--- src/rtl/ls_control_unit_if.sv ---
// ---------------------------------------------------------------------------
// ls_control_unit_if
// Bundle between the load/store control sequencer and the Mini-SRC datapath.
//   ir          : IR contents from the datapath (opcode in ir[31:27])
//   mem_ready   : memory handshake (only honoured with LS_CTRL_MEM_WAIT_EN)
//   PCout..ADD  : datapath control strobes, one-to-one with Datapath inputs
//   run         : 1 while executing, 0 in HALT
//   instr_done  : one-cycle pulse in the final state of each instruction
// Modports:
//   master : the control unit (drives strobes, reads ir/mem_ready)
//   slave  : the datapath side (reads strobes, drives ir/mem_ready)
// ---------------------------------------------------------------------------
interface ls_control_unit_if;
   logic [31:0] ir;
   logic        mem_ready;
   logic        PCout, MARin, IncPC, PCin, Read, Write, MDRin, MDRout, IRin;
   logic        Gra, Grb, Rin, Rout, BAout, Yin, Cout, Zlowin, Zlowout;
   logic        ADD;
   logic        run;
   logic        instr_done;

   modport master (
      input  ir, mem_ready,
      output PCout, MARin, IncPC, PCin, Read, Write, MDRin, MDRout, IRin,
      output Gra, Grb, Rin, Rout, BAout, Yin, Cout, Zlowin, Zlowout,
      output ADD, run, instr_done
   );

   modport slave (
      output ir, mem_ready,
      input  PCout, MARin, IncPC, PCin, Read, Write, MDRin, MDRout, IRin,
      input  Gra, Grb, Rin, Rout, BAout, Yin, Cout, Zlowin, Zlowout,
      input  ADD, run, instr_done
   );
endinterface

--- src/rtl/ls_control_unit.sv ---
// ---------------------------------------------------------------------------
// ls_control_unit
// Control sequencer for the Mini-SRC load/store class (ld, ldi, st, nop,
// halt). Steps the T0..T7 micro-states and decodes the datapath strobes from
// the state register and the opcode in ir[31:27].
// Ports:
//   clock : system clock, rising edge active
//   clear : synchronous active-low reset
//   bus   : ls_control_unit_if.master (ir, mem_ready, strobes, run,
//           instr_done)
// Optional feature macro: LS_CTRL_MEM_WAIT_EN
//   When defined, T1, ld-T6 and st-T7 stall until mem_ready=1, and the st-T7
//   instr_done pulse is qualified by mem_ready. When undefined, mem_ready is
//   ignored and memory is single-cycle.
// ---------------------------------------------------------------------------
module ls_control_unit #(
   parameter logic [4:0] OPC_LD   = 5'b00000,
   parameter logic [4:0] OPC_LDI  = 5'b00001,
   parameter logic [4:0] OPC_ST   = 5'b00010,
   parameter logic [4:0] OPC_HALT = 5'b11011
) (
   input logic              clock,
   input logic              clear,
   ls_control_unit_if.master bus
);

   typedef enum logic [3:0] {
      ST_DEFAULT = 4'b0000,
      ST_T0      = 4'b0111,
      ST_T1      = 4'b1000,
      ST_T2      = 4'b1001,
      ST_T3      = 4'b1010,
      ST_T4      = 4'b1011,
      ST_T5      = 4'b1100,
      ST_T6      = 4'b1101,
      ST_T7      = 4'b1110,
      ST_HALT    = 4'b1111
   } state_t;

   state_t     state;
   logic [4:0] opc;
   logic       is_ld, is_ldi, is_st, is_ls;
   logic       mem_go;
   logic       unused_bits;

   assign opc    = bus.ir[31:27];
   assign is_ld  = (opc == OPC_LD);
   assign is_ldi = (opc == OPC_LDI);
   assign is_st  = (opc == OPC_ST);
   assign is_ls  = is_ld | is_ldi | is_st;

`ifdef LS_CTRL_MEM_WAIT_EN
   // Memory states advance only when the memory acknowledges.
   assign mem_go      = bus.mem_ready;
   assign unused_bits = ^bus.ir[26:0];
`else
   // Single-cycle memory: the handshake is ignored.
   assign mem_go      = 1'b1;
   assign unused_bits = ^{bus.ir[26:0], bus.mem_ready};
`endif

   // Micro-state sequencer; clear=0 wins over every state including HALT.
   always_ff @(posedge clock) begin
      if (!clear) begin
         state <= ST_DEFAULT;
      end else begin
         case (state)
            ST_DEFAULT: state <= ST_T0;
            ST_T0:      state <= ST_T1;
            ST_T1: begin
               if (mem_go) state <= ST_T2;
               else        state <= ST_T1;
            end
            ST_T2:      state <= ST_T3;
            ST_T3: begin
               if (is_ls)                 state <= ST_T4;
               else if (opc == OPC_HALT)  state <= ST_HALT;
               else                       state <= ST_T0;
            end
            ST_T4:      state <= ST_T5;
            ST_T5: begin
               // Only ld/st reach T5 besides ldi; anything else is abandoned.
               if (is_ldi)       state <= ST_T0;
               else if (is_ls)   state <= ST_T6;
               else              state <= ST_DEFAULT;
            end
            ST_T6: begin
               if (is_ld && !mem_go) state <= ST_T6;
               else                  state <= ST_T7;
            end
            ST_T7: begin
               if (is_st && !mem_go) state <= ST_T7;
               else                  state <= ST_T0;
            end
            ST_HALT:    state <= ST_HALT;
            default:    state <= ST_DEFAULT;
         endcase
      end
   end

   // Strobe decode from the state register and opcode (Moore plus opcode).
   always_comb begin
      bus.PCout      = 1'b0;
      bus.MARin      = 1'b0;
      bus.IncPC      = 1'b0;
      bus.PCin       = 1'b0;
      bus.Read       = 1'b0;
      bus.Write      = 1'b0;
      bus.MDRin      = 1'b0;
      bus.MDRout     = 1'b0;
      bus.IRin       = 1'b0;
      bus.Gra        = 1'b0;
      bus.Grb        = 1'b0;
      bus.Rin        = 1'b0;
      bus.Rout       = 1'b0;
      bus.BAout      = 1'b0;
      bus.Yin        = 1'b0;
      bus.Cout       = 1'b0;
      bus.Zlowin     = 1'b0;
      bus.Zlowout    = 1'b0;
      bus.ADD        = 1'b0;
      bus.run        = 1'b1;
      bus.instr_done = 1'b0;
      case (state)
         ST_T0: begin
            bus.PCout = 1'b1;
            bus.MARin = 1'b1;
            bus.IncPC = 1'b1;
            bus.PCin  = 1'b1;
         end
         ST_T1: begin
            bus.Read  = 1'b1;
            bus.MDRin = 1'b1;
         end
         ST_T2: begin
            bus.MDRout = 1'b1;
            bus.IRin   = 1'b1;
         end
         ST_T3: begin
            if (is_ls) begin
               bus.Grb   = 1'b1;
               bus.BAout = 1'b1;
               bus.Yin   = 1'b1;
            end else if (opc == OPC_HALT) begin
               bus.instr_done = 1'b0;
            end else begin
               bus.instr_done = 1'b1;
            end
         end
         ST_T4: begin
            bus.Cout   = 1'b1;
            bus.Zlowin = 1'b1;
            bus.ADD    = 1'b1;
         end
         ST_T5: begin
            if (is_ldi) begin
               bus.Zlowout    = 1'b1;
               bus.Gra        = 1'b1;
               bus.Rin        = 1'b1;
               bus.instr_done = 1'b1;
            end else if (is_ls) begin
               bus.Zlowout = 1'b1;
               bus.MARin   = 1'b1;
            end else begin
               bus.Zlowout = 1'b0;
            end
         end
         ST_T6: begin
            if (is_ld) begin
               bus.Read  = 1'b1;
               bus.MDRin = 1'b1;
            end else if (is_st) begin
               bus.Gra   = 1'b1;
               bus.Rout  = 1'b1;
               bus.MDRin = 1'b1;
            end else begin
               bus.MDRin = 1'b0;
            end
         end
         ST_T7: begin
            if (is_ld) begin
               bus.MDRout     = 1'b1;
               bus.Gra        = 1'b1;
               bus.Rin        = 1'b1;
               bus.instr_done = 1'b1;
            end else if (is_st) begin
               // The store completes only in the cycle memory accepts it.
               bus.Write      = 1'b1;
               bus.instr_done = mem_go;
            end else begin
               bus.instr_done = 1'b0;
            end
         end
         ST_HALT: begin
            bus.run = 1'b0;
         end
         default: begin
            bus.run = 1'b1;
         end
      endcase
   end

endmodule

--- src/flat_wrapper.sv ---
// flat-port wrapper written by rule: the top's interface ports become plain ports
module ls_control_unit_flat 
#(
   parameter logic [4:0] OPC_LD   = 5'b00000,
   parameter logic [4:0] OPC_LDI  = 5'b00001,
   parameter logic [4:0] OPC_ST   = 5'b00010,
   parameter logic [4:0] OPC_HALT = 5'b11011
)
  (clock, clear, bus_ir, bus_mem_ready, bus_PCout, bus_MARin, bus_IncPC, bus_PCin, bus_Read, bus_Write, bus_MDRin, bus_MDRout, bus_IRin, bus_Gra, bus_Grb, bus_Rin, bus_Rout, bus_BAout, bus_Yin, bus_Cout, bus_Zlowin, bus_Zlowout, bus_ADD, bus_run, bus_instr_done);
  ls_control_unit_if bus_i ();
  input logic clock;
  input logic clear;
  input wire logic [$bits(bus_i.ir)-1:0] bus_ir;
  input wire logic [$bits(bus_i.mem_ready)-1:0] bus_mem_ready;
  output wire logic [$bits(bus_i.PCout)-1:0] bus_PCout;
  output wire logic [$bits(bus_i.MARin)-1:0] bus_MARin;
  output wire logic [$bits(bus_i.IncPC)-1:0] bus_IncPC;
  output wire logic [$bits(bus_i.PCin)-1:0] bus_PCin;
  output wire logic [$bits(bus_i.Read)-1:0] bus_Read;
  output wire logic [$bits(bus_i.Write)-1:0] bus_Write;
  output wire logic [$bits(bus_i.MDRin)-1:0] bus_MDRin;
  output wire logic [$bits(bus_i.MDRout)-1:0] bus_MDRout;
  output wire logic [$bits(bus_i.IRin)-1:0] bus_IRin;
  output wire logic [$bits(bus_i.Gra)-1:0] bus_Gra;
  output wire logic [$bits(bus_i.Grb)-1:0] bus_Grb;
  output wire logic [$bits(bus_i.Rin)-1:0] bus_Rin;
  output wire logic [$bits(bus_i.Rout)-1:0] bus_Rout;
  output wire logic [$bits(bus_i.BAout)-1:0] bus_BAout;
  output wire logic [$bits(bus_i.Yin)-1:0] bus_Yin;
  output wire logic [$bits(bus_i.Cout)-1:0] bus_Cout;
  output wire logic [$bits(bus_i.Zlowin)-1:0] bus_Zlowin;
  output wire logic [$bits(bus_i.Zlowout)-1:0] bus_Zlowout;
  output wire logic [$bits(bus_i.ADD)-1:0] bus_ADD;
  output wire logic [$bits(bus_i.run)-1:0] bus_run;
  output wire logic [$bits(bus_i.instr_done)-1:0] bus_instr_done;
  assign bus_i.ir = bus_ir;
  assign bus_i.mem_ready = bus_mem_ready;
  assign bus_PCout = bus_i.PCout;
  assign bus_MARin = bus_i.MARin;
  assign bus_IncPC = bus_i.IncPC;
  assign bus_PCin = bus_i.PCin;
  assign bus_Read = bus_i.Read;
  assign bus_Write = bus_i.Write;
  assign bus_MDRin = bus_i.MDRin;
  assign bus_MDRout = bus_i.MDRout;
  assign bus_IRin = bus_i.IRin;
  assign bus_Gra = bus_i.Gra;
  assign bus_Grb = bus_i.Grb;
  assign bus_Rin = bus_i.Rin;
  assign bus_Rout = bus_i.Rout;
  assign bus_BAout = bus_i.BAout;
  assign bus_Yin = bus_i.Yin;
  assign bus_Cout = bus_i.Cout;
  assign bus_Zlowin = bus_i.Zlowin;
  assign bus_Zlowout = bus_i.Zlowout;
  assign bus_ADD = bus_i.ADD;
  assign bus_run = bus_i.run;
  assign bus_instr_done = bus_i.instr_done;
  ls_control_unit #(.OPC_LD(OPC_LD), .OPC_LDI(OPC_LDI), .OPC_ST(OPC_ST), .OPC_HALT(OPC_HALT)) u_core (.clock(clock), .clear(clear), .bus(bus_i));
endmodule
--- config.mk ---
export PLATFORM = sky130hd
export DESIGN_NAME = ls_control_unit_flat
export DESIGN_NICKNAME = d
export VERILOG_FILES = /design/src/rtl/ls_control_unit_if.sv /design/src/rtl/ls_control_unit.sv /design/src/flat_wrapper.sv
export SDC_FILE = /design/constraint.sdc
export NUM_CORES = 1
export LEC_CHECK = 0
export CAP_MARGIN = 20
export CORE_MARGIN = 1
export CORE_UTILIZATION = 24
export CTS_CLUSTER_SIZE = 25
export DETAILED_ROUTE_END_ITERATION = 10
export GPL_TIMING_DRIVEN = 0
export HOLD_SLACK_MARGIN = 0.03
export PLACE_DENSITY = 0.85
export SYNTH_ARGS = -nofsm -noshare
export SYNTH_HDL_FRONTEND = slang
export SYNTH_SLANG_ARGS = --single-unit
--- constraint.sdc ---
create_clock -name clock -period 1.7 [get_ports clock]
set_input_delay 0.34 -clock clock [delete_from_list [all_inputs] [get_ports clock]]
set_output_delay 0.34 -clock clock [all_outputs]
set_load 0.01 [all_outputs]
---- After elaboration in Yosys (flattened, before gate mapping) ----
Index checks and enable logic that the tools add are counted.
cells by class
  reductions and logical operators ........ 3
  bitwise operators ....................... 2
  equality and inequality tests ........... 12
  mux-type cells .......................... 30
operators with widths
  operator            count
  $pmux 4 s9          1
  $eq 4x4->1 const B  8
  $mux 1              18
  $mux 4              4
  $pmux 1 s2          5
  $pmux 1 s3          2
  $eq 5x1->1 const B  1
  $eq 5x2->1 const B  1
  $eq 5x5->1 const B  1
  $logic_not 5->1     1
  $eq 4x3->1 const B  1
  $logic_not 4->1     1
  $or 1x1->1          2
  $reduce_or 2->1     1
word-level totals
  input port bits ......................... 35
  bits in registers ....................... 4
  logic and storage cells ................. 48
  output and inout port bits .............. 21

---- Logic depth before layout (Yosys ltp) ----
  word-level depth ........................ 6
  gate-level depth with buffers ........... 6
  mapped depth without buffers ............ 4

---- Least setup slack after synthesis ----
Ideal clock, no wire load.
  path kind ............................... in2out
  from .................................... in bus_ir[29]
  to ...................................... out bus_Read
  stages .................................. 3
  data required time ...................... 1360 ps
  buffers on the path ..................... 0
  arrival time ............................ 1491 ps
  path slack .............................. -131 ps
  cell sequence ........................... or4_4 > or3_1 > o21ai_0
on the way
  longest elaborated chain between the ends .. 3
RTL lines
  element          RTL line                text
  start, declared  flat_wrapper.sv:13      input wire logic [$bits(bus_i.ir)-1:0] bus_ir;
  $logic_not 5->1  ls_control_unit.sv:47   assign is_ld = (opc == OPC_LD);
  $mux 1           ls_control_unit.sv:169  if (is_ld) begin
  $pmux 1 s2       ls_control_unit.sv:124  case (state)
  end, declared    flat_wrapper.sv:19      output wire logic [$bits(bus_i.Read)-1:0] bus_Read;
No other way between the ends.

---- Worst setup path after layout ----
  from .................................... in bus_ir[27]
  to ...................................... out bus_Rin
on the way
  longest elaborated chain between the ends .. 3
  elaborated cells on any way between the ends .. 5
  classes of those cells .................. 1 x eq/ne; 3 x mux; 1 x reduce/logical
RTL lines
  element                                        RTL line                                        text
  $eq 5x1->1 or $logic_not 5->1 (tied branches)  ls_control_unit.sv:48, ls_control_unit.sv:47
  $mux 1 (on tied branches)                      ls_control_unit.sv:156, ls_control_unit.sv:181
  $pmux 1 s2 (*)                                 ls_control_unit.sv:124
  end, declared                                  flat_wrapper.sv:26                              output wire logic [$bits(bus_i.Rin)-1:0] bus_Rin;
Every way passes the cells marked *; elsewhere a longest branch is shown, timed or not.

==> impl_metrics.csv <==
group,metric,value,unit
run_status,violations,"setup timing",
sta,grt_setup_unrepaired,"true",
final_layout,postLayoutCoreUtil,50.7,%
final_layout,largest_register,"u_core.state",
clock_tree,cts_hold_buf,0,
worst_hold_path,hp-class,"reg2reg",
floorplan,core_area,1960,sq um
clock_tree,cts_sinks,4,
logic_synthesis,yosys_register_bits,4,
place,dp_hpwl,1.14,mm
clock_tree,path_clk_slew,0.04,ns
place,dp.cells,131,
global_routing,grt_max_degree,11,
power_and_ir_drop,power.density,964,nW/um^2
logic_synthesis,ys.flop_type,"dfxtp_1",
worst_setup_path,cp.arrival,1.63,ns
floorplan,start_util,25.5,%
logic_synthesis,async_flop_share,0,%
logic_synthesis,yosys.area.top_type,"dfxtp_1",
clock_tree,cts-buffers-inserted,3,
logic_synthesis,ys_top_cells_by_area,"dfxtp_1 (16%), buf_4 (9.0%), nor2_1 (6.8%)",
floorplan,pin_count,56,
power_and_ir_drop,leakagePower,0.489,nW
drt,via_count,742,
drt,via_per_inst,5.26,
logic_synthesis,yosys-top-cells-count,"nor2_1 (9), buf_4 (6), nand2_1 (6), o21ai_0 (6), clkbuf_1 (5)",
sta,slew_headroom,84.1,%
sta,finClkSkew,0.00530,ns
sta,finalHoldViolCount,0,
logic_synthesis,synth-simple-area-share,38.3,%
run,drv_cap,0,
power_and_ir_drop,peakVddDrop,361,uV
drt,drtIter0Drc,34,
final_layout,antenna_cells,0,
sta,drv_slew,0,
sta,clock.fmax,509,MHz
global_routing,grt_pass1_wl,2.71,mm
drt,wl_per_cell,13.8,um
final_layout,largestRegisters,"u_core.state: 4 flops",
clock_tree,tritoncts,"built",
logic_synthesis,synthAdderAreaFrac,0,%
sta,period_needed,1.97,ns
logic_synthesis,synth_compound_area_share,30.8,%
sta,setup_ws,-0.265,ns
logic_synthesis,yosysMostFrequentCell,"nor2_1",
sta,fin_crit_sh,116,%
global_routing,grt_pass1_vias,634,
final_layout,largest_reg_flops,4,
global_routing,antenna_found_initial,0,
global_routing,grt_usage,16.2,%
clock_tree,insertion_delay,0.23,ns
logic_synthesis,yosysSeqAreaShare,16.0,%
sta,tightest_slew,0.237,ns
floorplan,die_w,47.7,um
floorplan,dieArea,2270,sq um
logic_synthesis,synth_nets,112,
worst_setup_path,cp-start-kind,"input port",
place,place.gp.congestion,0.776,
logic_synthesis,synthXorXnorAreaFrac,0,%
clock_tree,root_buffer,"clkbuf_4",
place,portBuffers,27,
floorplan,dieHeight,47.7,um
sta,setup_viol,12,
floorplan,fp-row-count,16,
clock_tree,htree_num_levels,1,
final_layout,nFillCells,203,
final_layout,layout-drive-gt1-share,50.9,%
final_layout,fin_nets,151,
logic_synthesis,synth_top_family_by_area,"simple AND/OR/NAND/NOR gates",
drt,ant_nets,0,
run_status,status,"finished, violations left",
global_routing,grt_overflow,0,
logic_synthesis,yosysWarnings,0,
drt,drc,0,
logic_synthesis,synth_area,500,sq um
sta,fin_tns_setup,-2.00,ns
final_layout,syn2layout_area_growth,98.7,%
drt,first_pass_iters,4,
clock_tree,cts_buffer_depth,2,
worst_setup_path,crit_fanout,3,
sta,holdWs,0.569,ns
worst_setup_path,crit_type,"in2out",
worst_setup_path,critPathCaptureType,"output pin",
final_layout,instances_no_fill,141,
logic_synthesis,syn_avg_cell_area,6.50,sq um
drt,drt-total-wl,1.95,mm
logic_synthesis,synth_cell_types,28,
logic_synthesis,postSynthCellCount,77,
logic_synthesis,synth.top_cell.area_share,16.0,%
logic_synthesis,synth_edf_count,0,
logic_synthesis,muxShareOfSynthArea,0,%
worst_setup_path,critPathRequiredTime,1.36,ns
==> path summary, 6_finish.rpt <==
kind,startpoint,to,slack (ns),cells after the start
max,bus_ir[27],bus_Rin,-0.27,5
min,u_core.state[3]$_SDFF_PN0_,u_core.state[1]$_SDFF_PN0_,0.57,1
max reg2reg,u_core.state[0]$_SDFF_PN0_,u_core.state[3]$_SDFF_PN0_,0.46,5
min reg2reg,u_core.state[3]$_SDFF_PN0_,u_core.state[1]$_SDFF_PN0_,0.57,1
==> critical path, cell delays in order <==
cell and delay, ns:
buf_8 0.10, or4_4 0.55, or3_4 0.37, o21ai_1 0.13, buf_2 0.14
==> per-stage QoR <==
step                      area [sq um]  total power, mW  setup WS (ns)
after floorplan                    510            0.466        -0.0616
after global routing               995             1.02         -0.288
after global placement             815            0.564          -1.09
after CTS                          911            0.817         -0.309
final                              995            0.959         -0.265
after detailed placement           815            0.577          -1.12
==> report_power, final <==
group	total [mW]	internal [mW]	switching (mW)
Combinational	0.625	0.283	0.342
Sequential	0.218	0.145	0.0724
Clock	0.116	0.0789	0.0372
==> layout by cell type, fill, tap and decap left out, types with 3 or more instances in the layout <==
| master | n |
|---|---|
| buf_4 | 13 |
| buf_2 | 8 |
| o21ai_0 | 4 |
| clkbuf_4 | 4 |
| dlygate4sd2_1 | 3 |
| nand2_1 | 4 |
| clkbuf_2 | 3 |
| or3_1 | 3 |
| a21oi_1 | 4 |
| buf_6 | 10 |
| inv_1 | 3 |
| nor2_1 | 7 |
| dlymetal6s2s_1 | 3 |
==> cells by family (layout without fill, tap and decap cells) <==
| kind of cell | after synthesis | in the layout |
|---|---|---|
| AO/OA/AOI/OAI | 23 | 23 |
| AND/OR/NAND/NOR | 36 | 36 |
| buffers and inverters | 14 | 51 |
| flip-flops | 4 | 4 |
==> timing repair <==
action | CTS | global route
pin swaps | 7 | 6
resized for setup | 97 | 34
buffers inserted | 8 | 1
setup endpoints to repair | 23 | 20
==> metal layers <==
metal	GRT usage, %	vias up	wire [um]	share of wire, %
li1	-	350	-	-
met1	18.7	347	798	41
met2	30.7	39	961	49
met3	2.26	6	131	6.7
met4	5.00	0	58	3.0
met5	0	-	0	0
==> layout make-up <==
| class | count | area (sq um) | share of cell area (%) |
|---|---|---|---|
| Multi-Input combinational cell | 59 | 452 | 45.4 |
| Timing Repair Buffer | 36 | 304 | 30.6 |
| Sequential cell | 4 | 88.8 | 8.93 |
| Buffer | 9 | 82.6 | 8.30 |
| Tap cell | 27 | 33.8 | 3.40 |
| Clock buffer | 3 | 22.5 | 2.26 |
| Inverter | 3 | 11.3 | 1.13 |
(Power assumes the default switching activity.)
